### src/rtl/padding_stream_pkg.sv
// Shared defaults, frame-flag payload and helpers for the zero/constant padding stream.
package padding_stream_pkg;

  localparam int unsigned FEATURE_BITWIDTH_DEF = 8;
  localparam int unsigned IMAGE_WIDTH_DEF      = 28;
  localparam int unsigned IMAGE_HEIGHT_DEF     = 28;
  localparam int unsigned PADDING_SIZE_DEF     = 1;
  localparam int unsigned CHANNELS_DEF         = 1;
  localparam int unsigned PADDED_WIDTH_DEF     = IMAGE_WIDTH_DEF + 2 * PADDING_SIZE_DEF;
  localparam int unsigned PADDED_HEIGHT_DEF    = IMAGE_HEIGHT_DEF + 2 * PADDING_SIZE_DEF;

  typedef struct packed {
    logic sof;
    logic eol;
    logic eof;
  } frame_flags_t;

  // Counter width for a range of n values, never narrower than one bit.
  function automatic int unsigned coord_width(input int unsigned n);
    return (n <= 1) ? 1 : $clog2(n);
  endfunction

endpackage

### src/rtl/pad_coord_counter.sv
// Raster row/col position of the next padded output pixel; advances on each output load.
module pad_coord_counter
  import padding_stream_pkg::*;
#(
  parameter int unsigned PW = PADDED_WIDTH_DEF,
  parameter int unsigned PH = PADDED_HEIGHT_DEF,
  localparam int unsigned CW = coord_width(PW),
  localparam int unsigned RW = coord_width(PH)
) (
  input  logic          clk,
  input  logic          rst,
  input  logic          en,
  output logic [RW-1:0] row,
  output logic [CW-1:0] col,
  output logic          first_c,
  output logic          last_col_c,
  output logic          last_pix_c
);

  assign first_c    = (row == '0) && (col == '0);
  assign last_col_c = (col == CW'(PW - 1));
  assign last_pix_c = last_col_c && (row == RW'(PH - 1));

  always_ff @(posedge clk) begin
    if (rst) begin
      row <= '0;
      col <= '0;
    end else if (en) begin
      if (last_col_c) begin
        col <= '0;
        row <= last_pix_c ? '0 : row + RW'(1);
      end else begin
        col <= col + CW'(1);
      end
    end
  end

endmodule

### src/rtl/padding_stream.sv
// Adds a constant-valued border around a raster pixel stream with valid/ready on both sides.
module padding_stream
  import padding_stream_pkg::*;
#(
  parameter int unsigned FEATURE_BITWIDTH = FEATURE_BITWIDTH_DEF,
  parameter int unsigned IMAGE_WIDTH      = IMAGE_WIDTH_DEF,
  parameter int unsigned IMAGE_HEIGHT     = IMAGE_HEIGHT_DEF,
  parameter int unsigned PADDING_SIZE     = PADDING_SIZE_DEF,
  parameter int unsigned CHANNELS         = CHANNELS_DEF,
  localparam int unsigned DW = CHANNELS * FEATURE_BITWIDTH
) (
  input  logic                        clk,
  input  logic                        rst,
  input  logic [FEATURE_BITWIDTH-1:0] pad_value,
  input  logic                        in_valid,
  output logic                        in_ready,
  input  logic [DW-1:0]               in_data,
  output logic                        out_valid,
  input  logic                        out_ready,
  output logic [DW-1:0]               out_data,
  output logic                        out_sof,
  output logic                        out_eol,
  output logic                        out_eof
);

  localparam int unsigned PW = IMAGE_WIDTH + 2 * PADDING_SIZE;
  localparam int unsigned PH = IMAGE_HEIGHT + 2 * PADDING_SIZE;
  localparam int unsigned CW = coord_width(PW);
  localparam int unsigned RW = coord_width(PH);

  logic [RW-1:0]               row;
  logic [CW-1:0]               col;
  logic                        first_c;
  logic                        last_col_c;
  logic                        last_pix_c;
  logic                        border;
  logic                        out_free;
  logic                        load;
  logic [FEATURE_BITWIDTH-1:0] pad_q;
  logic [FEATURE_BITWIDTH-1:0] pad_eff;
  frame_flags_t                flags_q;

  pad_coord_counter #(
    .PW(PW),
    .PH(PH)
  ) u_coord (
    .clk       (clk),
    .rst       (rst),
    .en        (load),
    .row       (row),
    .col       (col),
    .first_c   (first_c),
    .last_col_c(last_col_c),
    .last_pix_c(last_pix_c)
  );

  // Without padding every position is interior; the range checks would degenerate.
  generate
    if (PADDING_SIZE == 0) begin : g_nopad
      assign border = 1'b0;
    end else begin : g_pad
      assign border = (row < RW'(PADDING_SIZE)) ||
                      (row >= RW'(IMAGE_HEIGHT + PADDING_SIZE)) ||
                      (col < CW'(PADDING_SIZE)) ||
                      (col >= CW'(IMAGE_WIDTH + PADDING_SIZE));
    end
  endgenerate

  assign out_free = !out_valid || out_ready;
  assign in_ready = !rst && !border && out_free;
  assign load     = !rst && out_free && (border || in_valid);

  // The first pixel of a frame uses the live pad_value; the rest of the frame uses the sampled copy.
  assign pad_eff  = first_c ? pad_value : pad_q;

  always_ff @(posedge clk) begin
    if (rst) begin
      out_valid <= 1'b0;
      out_data  <= '0;
      flags_q   <= '0;
      pad_q     <= '0;
    end else if (load) begin
      out_valid   <= 1'b1;
      out_data    <= border ? {CHANNELS{pad_eff}} : in_data;
      flags_q.sof <= first_c;
      flags_q.eol <= last_col_c;
      flags_q.eof <= last_pix_c;
      if (first_c) begin
        pad_q <= pad_value;
      end
    end else if (out_ready) begin
      out_valid <= 1'b0;
    end
  end

  assign out_sof = flags_q.sof;
  assign out_eol = flags_q.eol;
  assign out_eof = flags_q.eof;

endmodule

### config.mk
export PLATFORM = sky130hd
export DESIGN_NAME = padding_stream
export DESIGN_NICKNAME = d
export VERILOG_FILES = /design/src/rtl/padding_stream_pkg.sv /design/src/rtl/pad_coord_counter.sv /design/src/rtl/padding_stream.sv
export SDC_FILE = /design/constraint.sdc
export NUM_CORES = 1
export LEC_CHECK = 0
export BUFFER_PORTS_ARGS = -buffer_cell sky130_fd_sc_hd__buf_2
export CAP_MARGIN = 20
export CORE_ASPECT_RATIO = 0.8
export CORE_UTILIZATION = 45
export CTS_CLUSTER_DIAMETER = 60
export DETAILED_ROUTE_END_ITERATION = 16
export PLACE_DENSITY_LB_ADDON = 0.3
export SLEW_MARGIN = 20
export SYNTH_ARGS = -nofsm -noshare
export SYNTH_HDL_FRONTEND = slang
export SYNTH_SLANG_ARGS = --single-unit
### constraint.sdc
create_clock -name clk -period 2.3 [get_ports clk]
set_clock_uncertainty 0.1 [all_clocks]
set_input_delay 0.23 -clock clk [delete_from_list [all_inputs] [get_ports clk]]
set_output_delay 0.23 -clock clk [all_outputs]
set_load 0.02 [all_outputs]
==> summary.txt, run 1 <==
===============================================================================================
Slowest cell on the critical path ................................................      dfxtp_4
Data arrival at the endpoint of the critical path ................................      1.90 ns
Max-slew headroom ................................................................       67.71%
Height of the chip ...............................................................     55.30 um
Vias in the first global route ...................................................         1292
Path class of the lowest-slack min-delay path .................................... primary input to flop
Number of hold-slack violations in the final timing report .......................            0
GRT Residual Overflow ............................................................            0
Routability cong. ................................................................       0.8102
XOR/XNOR Fraction of Synth Area ..................................................       2.193%
Clock input transition at the sequential cells of the worst setup and hold paths .      0.06 ns
Main combinational cell family by area after synthesis ........................... simple AND/OR/NAND/NOR gates
Synth warn .......................................................................            0
Flop and latch count out of synthesis ............................................           30
Top flip-flop cell by instance count after synthesis .............................      dfxtp_1
Critical path capture point type .................................................  output port
Fraction of synthesis flops using an asynchronous set or reset pin ...............           0%
Routed vias/inst .................................................................        5.333
Detail Placement HPWL ............................................................      2750 um
Setup WS pre-CTS .................................................................   0.07884 ns
Count of port buffers added during placement .....................................           32
Global-route usage over all layers ...............................................       22.38%
Count of flip-flops with a built-in enable after synthesis .......................            0
Initial antenna violation count ..................................................            0
Total wire length ................................................................      3774 um
Worst-Skew Late Latency ..........................................................      0.28 ns
Library cells used by synthesis ..................................................           34
Required time worst endpoint .....................................................      1.97 ns
Fraction of the mapped netlist area in compound gates ............................       16.29%
Status ...........................................................................    completed
CTS sink count ...................................................................           30
Total power per unit cell area ................................................... 684.7 mW/mm^2
Cell-by-cell trace of the critical path .......................................... inv_1 > ha_2 > nor3_4 > o22ai_4 > or2_1 > nor3_2 > buf_4
Post-Synthesis Cell Area ......................................................... 0.001598 sq mm
Global-route wire length before repair ...........................................      6051 um
Master cell of the clock root buffer .............................................     clkbuf_8
# DRC ............................................................................            0
Sequential fraction of the synthesis area ........................................       37.59%
Final Non-Filler Cells ...........................................................          252
Max-Cap Viols ....................................................................            0
Synthesized netlist cell count ...................................................          169
Share of layout cells above drive strength 1 .....................................       39.15%
Lkg Pwr ..........................................................................    0.8123 nW
Number of hold buffers added after cts ...........................................            0
Reg2reg setup slack ..............................................................      0.13 ns
Net count after synthesis ........................................................          195
Adder and majority gate portion of the synthesized area ..........................       4.699%
Number of diodes added for antenna fixing ........................................            0
Iter 0 DRT Violations ............................................................           74
TritonCTS Buffers ................................................................            5
Clock H-tree levels ..............................................................            2
Syn avg cell area ................................................................  9.454 sq um
Finished Core Util ...............................................................       59.99%
Floorplan core area .............................................................. 0.003243 sq mm
Post-route clock period utilization ..............................................       96.92%
Die width ........................................................................     68.62 um
Ports ............................................................................           33
Summed negative setup slack over all endpoints ...................................         0 ns
Setup CP Type .................................................................... flop to output port
Fill cells .......................................................................          301
Row cnt ..........................................................................           18
Unrepaired setup endpoints after global routing ..................................           no
Post-synthesis simple-gate area fraction .........................................       22.00%
Crit path buffers/inverters ......................................................            2
Mean routed wirelength per cell ..................................................     14.98 um
Fmax achieved ....................................................................    448.6 MHz
Cells after DPL ..................................................................          243
Total number of vias .............................................................         1344
ANT nets after route .............................................................            0
Maximum clock insertion buffer count .............................................            2
Fin worst setup slack ............................................................   0.07092 ns
Number of pins exceeding their max-slew limit in the final report ................            0
Detailed Routing Iterations Pass 1 ...............................................            4
Setup violations, final ..........................................................            0
CTS tree .........................................................................        built
Cell family with most CP delay ................................................... simple AND/OR/NAND/NOR gates
Worst setup SP type ..............................................................         flop
Fraction of synthesized area in multiplexers .....................................       11.28%
Die outline area ................................................................. 0.003794 sq mm
Pin count of the biggest net entering global routing .............................           20
Maximum vdd drop .................................................................  0.0005133 V
Initial core utilization .........................................................       49.27%
Largest stage delay, worst path ..................................................      0.39 ns
Transition time at the pin with the least slew margin ............................    0.4838 ns
Area Overhead vs Synth ...........................................................       21.77%
Maximum net fanout on the critical path ..........................................            6
Final critical delay including setup and external delays .........................     2.229 ns
Final #Nets ......................................................................          237
===============================================================================================
-- path summary, 6_finish.rpt --
| path | depth (start not counted) | from | end |
|---|---|---|---|
| worst max-delay path | 7 | u_coord.col[1] | in_ready |
| worst min-delay path | 2 | pad_value[0] | pad_q[0] |
| worst max register to register | 8 | u_coord.col[1] | pad_q[6] |
| worst min register to register | 2 | out_data[6] | out_data[6] |
-- flip-flops by register name (all words and copies together) (netlist names) --
name and flops:
out_valid 1, pad_q 8, out_data 8, out_eof 1, u_coord.col 5, out_eol 1, out_sof 1, u_coord.row 5
-- logic make-up (layout without fill, tap and decap cells) --
logic type	after synthesis	count (layout)
buffers and inverters	16	59
muxes	17	17
AOI/OAI and AO/OA	30	30
adders and majority gates	6	6
DFF	30	30
xor gates and xnor gates	4	4
and+or+nand+nor	66	66
-- timing repair --
action / CTS / global route
resized for setup: 4 / 4
endpoints found under the setup margin: 1 / 21
pin swaps: 2 / 2
gates cloned: 0 / 0
setup buffers: 1 / 0
-- cell usage after synthesis, types with 2 or more instances --
cell type / instances / area [sq um]
a211o_1: 8 / 70.07
a21oi_1: 4 / 20.02
a21oi_2: 9 / 78.83
a31o_2: 3 / 26.28
and2_1: 2 / 12.51
buf_6: 4 / 45.04
clkbuf_1: 3 / 11.26
dfxtp_1: 30 / 600.6
ha_1: 6 / 75.07
inv_1: 7 / 26.28
mux2_2: 8 / 90.09
mux2i_1: 9 / 90.09
nand2_1: 10 / 37.54
nand3_1: 3 / 15.01
nand4_1: 4 / 25.02
nor2_1: 14 / 52.55
nor2b_1: 9 / 56.30
nor3_1: 13 / 65.06
nor3_2: 3 / 30.03
o21ai_0: 3 / 15.01
or3_1: 2 / 12.51
xor2_1: 3 / 26.28
-- per-layer routing --
layer  global-route usage (%)  vias up  part of all wire, %  wire length (um)
li1                         -      674                    -                 -
met1                    30.94      628                   47              1774
met2                    31.23       38                   45              1717
met3                    8.471        4                  6.4               242
met4                    8.036        0                  1.1                41
met5                        0        -                    0                 0
-- power breakdown --
group / switching [mW] / leakage, nW / total (mW) / internal (mW)
combinational: 0.157 / 0.518 / 0.296 / 0.138
clock: 0.201 / 0.0482 / 0.442 / 0.241
sequential: 0.0294 / 0.246 / 0.595 / 0.565
total: 0.387 / 0.812 / 1.33 / 0.945
-- through the flow --
step | area, sq um | hold slack [ns] | power [mW]
after floorplan | 1598 | 0.2571 | 0.7988
after global placement | 1822 | 0.3549 | 0.8701
after detailed placement | 1822 | 0.3595 | 0.8857
after CTS | 1934 | 0.07785 | 1.331
after global routing | 1946 | 0.08015 | 1.399
final | 1946 | 0.08637 | 1.332
-- placed cells by master, fill, tap and decap left out --
master    count
buf_2        31
dfxtp_1      29
nor2_1       14
buf_4        13
nor3_1       11
nand2_1      10
nor2b_1       9
mux2i_1       9
a21oi_2       9
a211o_1       8
mux2_2        8
inv_1         7
clkbuf_8      6
ha_1          5
nor3_2        4
nand4_1       4
a21oi_1       4
nand3_1       3
a31o_2        3
o21ai_0       3
xor2_1        3
or3_1         2
and2_1        2
nand3_2       1
nor3_4        1
o22ai_4       1
a22o_1        1
or2_1         1
nor3b_1       1
or2_2         1
xnor2_1       1
o31ai_4       1
nor2_2        1
or3b_1        1
ha_2          1
clkbuf_1      1
clkinv_2      1
dfxtp_4       1
-- area by class of cell --
type	count	area (sq um)	area share [%]
Multi-Input combinational cell	123	920.9	47.33
Sequential cell	30	604.3	31.06
Timing Repair Buffer	44	252.7	12.99
Clock buffer	7	86.33	4.437
Tap cell	40	50.05	2.572
Inverter	7	26.28	1.350
Clock inverter	1	5.005	0.2572
-- worst register-to-register path, cell delays in order, from the launching register on --
cell     delay (ns)
dfxtp_4        0.37
inv_1          0.09
ha_2           0.22
nor3_4         0.06
o22ai_4        0.13
buf_4          0.20
o31ai_4        0.09
nor2_2         0.40
mux2_2         0.40
Power figures use the tool's default switching activity.
==> run 2: changes to the inputs <==
- ABC_AREA: unset -> 1
- BUFFER_PORTS_ARGS: -buffer_cell sky130_fd_sc_hd__buf_2 -> unset
- DONT_BUFFER_PORTS: unset -> 1
==> run 2 against run 1 <==
  * Critical path depth increased by 3
  * Clock power about the same
  * Core utilization shrank 9.1 points
  * Die area grew 11%
  * Wire length is 3.2% higher
  * Power shrank 7.4%
  * Count of clock-buffer cells in the layout stayed put
==> summary.txt, run 2 <==
===============================================================================================
Die outline area ................................................................. 0.004202 sq mm
Max-slew headroom ................................................................       53.95%
Master cell of the clock root buffer .............................................     clkbuf_8
Total number of vias .............................................................         1587
Fmax achieved ....................................................................    480.2 MHz
Ports ............................................................................           33
Syn avg cell area ................................................................  6.625 sq um
Worst setup SP type ..............................................................         flop
Top flip-flop cell by instance count after synthesis .............................      dfxtp_1
Detailed Routing Iterations Pass 1 ...............................................            4
Critical path capture point type .................................................  output port
Global-route usage over all layers ...............................................       20.00%
Status ...........................................................................    completed
Die width ........................................................................     72.23 um
ANT nets after route .............................................................            0
Routability cong. ................................................................       0.8692
Post-route cell area ............................................................. 0.001924 sq mm
Row cnt ..........................................................................           20
Count of flip-flops with a built-in enable after synthesis .......................            0
Mean routed wirelength per cell ..................................................     11.88 um
# DRC ............................................................................            0
Worst-Skew Late Latency ..........................................................      0.29 ns
Leading cell type in the layout, fill and taps excluded ..........................      nand2_1
CTS tree .........................................................................        built
Library cells used by synthesis ..................................................           26
Metal2 WL ........................................................................      1652 um
Summed negative setup slack over all endpoints ...................................         0 ns
Total power per unit cell area ................................................... 640.9 mW/mm^2
GRT Residual Overflow ............................................................            0
Maximum vdd drop .................................................................  0.0003043 V
Transition time at the pin with the least slew margin ............................    0.6900 ns
Iter 0 DRT Violations ............................................................          116
CTS sink count ...................................................................           30
Finished Core Util ...............................................................       50.93%
Height of the chip ...............................................................     58.18 um
Min Hold Slack ...................................................................    0.1027 ns
Clock H-tree levels ..............................................................            2
Met3 WL post-DR ..................................................................       265 um
Area Overhead vs Synth ...........................................................       8.386%
Topmost layer with routed signal wires ...........................................         met4
Setup violations, final ..........................................................            0
Post-synth top area cell .........................................................      dfxtp_1
Number of pins exceeding their max-slew limit in the final report ................            0
Post-route clock period utilization ..............................................       90.54%
Total power after layout .........................................................     1.233 mW
Path class of the lowest-slack min-delay path .................................... primary input to flop
Sum of routed wire segments on met1 ..............................................      1928 um
Lkg Pwr ..........................................................................    0.9339 nW
Top-area cell type share of the netlist area .....................................       33.83%
Setup CP Type .................................................................... flop to output port
Required time worst endpoint .....................................................      1.97 ns
Synthesized netlist cell count ...................................................          268
Share of layout cells above drive strength 1 .....................................       13.19%
Initial antenna violation count ..................................................            0
Clock input transition at the sequential cells of the worst setup and hold paths .      0.07 ns
Fill cells .......................................................................          378
Number of hold-slack violations in the final timing report .......................            0
Fraction of synthesis flops using an asynchronous set or reset pin ...............           0%
Registers with the most flip-flops ............................................... out_data (8), pad_q (8)
Final #Nets ......................................................................          298
Pin count of the biggest net entering global routing .............................           36
Cell types with the largest area share after synthesis ........................... dfxtp_1 (34%), nand2_1 (20%), nand3_1 (8.7%), nor2_1 (6.6%), inv_1 (5.5%)
Count of port buffers added during placement .....................................            0
Global-route wire length before repair ...........................................      6430 um
Most common library cells after synthesis ........................................ nand2_1 (94), nand3_1 (31), nor2_1 (31)
Commonest non-fill, non-tap cells in the layout .................................. nand2_1 (93), nand3_1 (31), nor2_1 (31)
Data arrival at the endpoint of the critical path ................................      1.75 ns
Most common cell in the netlist ..................................................      nand2_1
Final critical delay including setup and external delays .........................     2.082 ns
Total wire length ................................................................      3895 um
Max-Cap Viols ....................................................................            0
Number of diodes added for antenna fixing ........................................            0
Synth warn .......................................................................            0
Reg2reg setup slack ..............................................................      0.26 ns
Net count after synthesis ........................................................          294
Post-Synthesis Cell Area ......................................................... 0.001775 sq mm
Cell Area, Placed ................................................................ 0.001792 sq mm
Floorplan core area .............................................................. 0.003779 sq mm
Unrepaired setup endpoints after global routing ..................................           no
Maximum net fanout on the critical path ..........................................            9
Vias in the first global route ...................................................         1406
Initial core utilization .........................................................       46.99%
Detail Placement HPWL ............................................................      2661 um
TritonCTS Buffers ................................................................            5
Flop and latch count out of synthesis ............................................           30
Sequential fraction of the synthesis area ........................................       33.83%
Routed vias/inst .................................................................        4.838
Maximum clock insertion buffer count .............................................            2
===============================================================================================
[run 2: routing by layer]
metal / vias to the layer above / track usage, %
met1: 694 / 27.61
met5: - / 0
met3: 7 / 6.609
met2: 44 / 29.24
li1: 842 / -
met4: 0 / 6.723
[run 2: path summary, 6_finish.rpt]
path / startpoint / to / cells after the start
worst max-delay path: u_coord.col[1] / in_ready / 10
worst min-delay path: pad_value[5] / pad_q[5] / 4
worst max register to register: u_coord.col[1] / out_eof / 12
worst min register to register: pad_q[2] / pad_q[2] / 2
[run 2: what timing repair did]
action | in CTS | in global routing
buffers inserted | 0 | 3
hold buffers | 1 | 0
resized for setup | 1 | 2
hold endpoints to repair | 8 | 0
pin swaps | 0 | 1
setup endpoints to repair | 1 | 12
[run 2: metrics by stage]
step	instances	setup slack (ns)
after global placement	316	0.1951
final	328	0.2175
after global routing	328	0.03443
after detailed placement	316	0.1871
after CTS	325	0.01766
after floorplan	268	0.4563
[run 2: cells by family (layout without fill, tap and decap cells)]
| logic type | after synthesis | in the layout | synth area share [%] |
|---|---|---|---|
| compound gates | 13 | 13 | 5.144 |
| xor+xnor | 5 | 5 | 2.467 |
| fa+ha+maj | 6 | 6 | 4.228 |
| buf+inv | 39 | 44 | 10.15 |
| flops | 30 | 30 | 33.83 |
| simple gates | 175 | 175 | 44.19 |
[run 2: critical path, stage by stage (launching register included)]
cell and delay (ns):
dfxtp_2 0.35, inv_1 0.08, ha_1 0.20, inv_1 0.05
nand2_1 0.05, nand2_1 0.07, nand2_1 0.08, nor2_4 0.20
nand2_4 0.12, nor2_1 0.12, buf_4 0.15
[run 2: final cells by class]
| class | instances | area [sq um] | share of cell area (%) |
|---|---|---|---|
| Inverter | 30 | 112.6 | 5.852 |
| Timing Repair Buffer | 6 | 47.55 | 2.471 |
| Clock inverter | 1 | 5.005 | 0.2601 |
| Multi-Input combinational cell | 199 | 1002 | 52.08 |
| Sequential cell | 30 | 601.8 | 31.27 |
| Clock buffer | 7 | 86.33 | 4.486 |
| Tap cell | 55 | 68.82 | 3.576 |
[run 2: power by group]
| group | switching (mW) | total [mW] | internal, mW |
|---|---|---|---|
| combinational | 0.121 | 0.189 | 0.0675 |
| sequential | 0.0431 | 0.600 | 0.557 |
| clock | 0.203 | 0.445 | 0.241 |
| total | 0.368 | 1.23 | 0.866 |
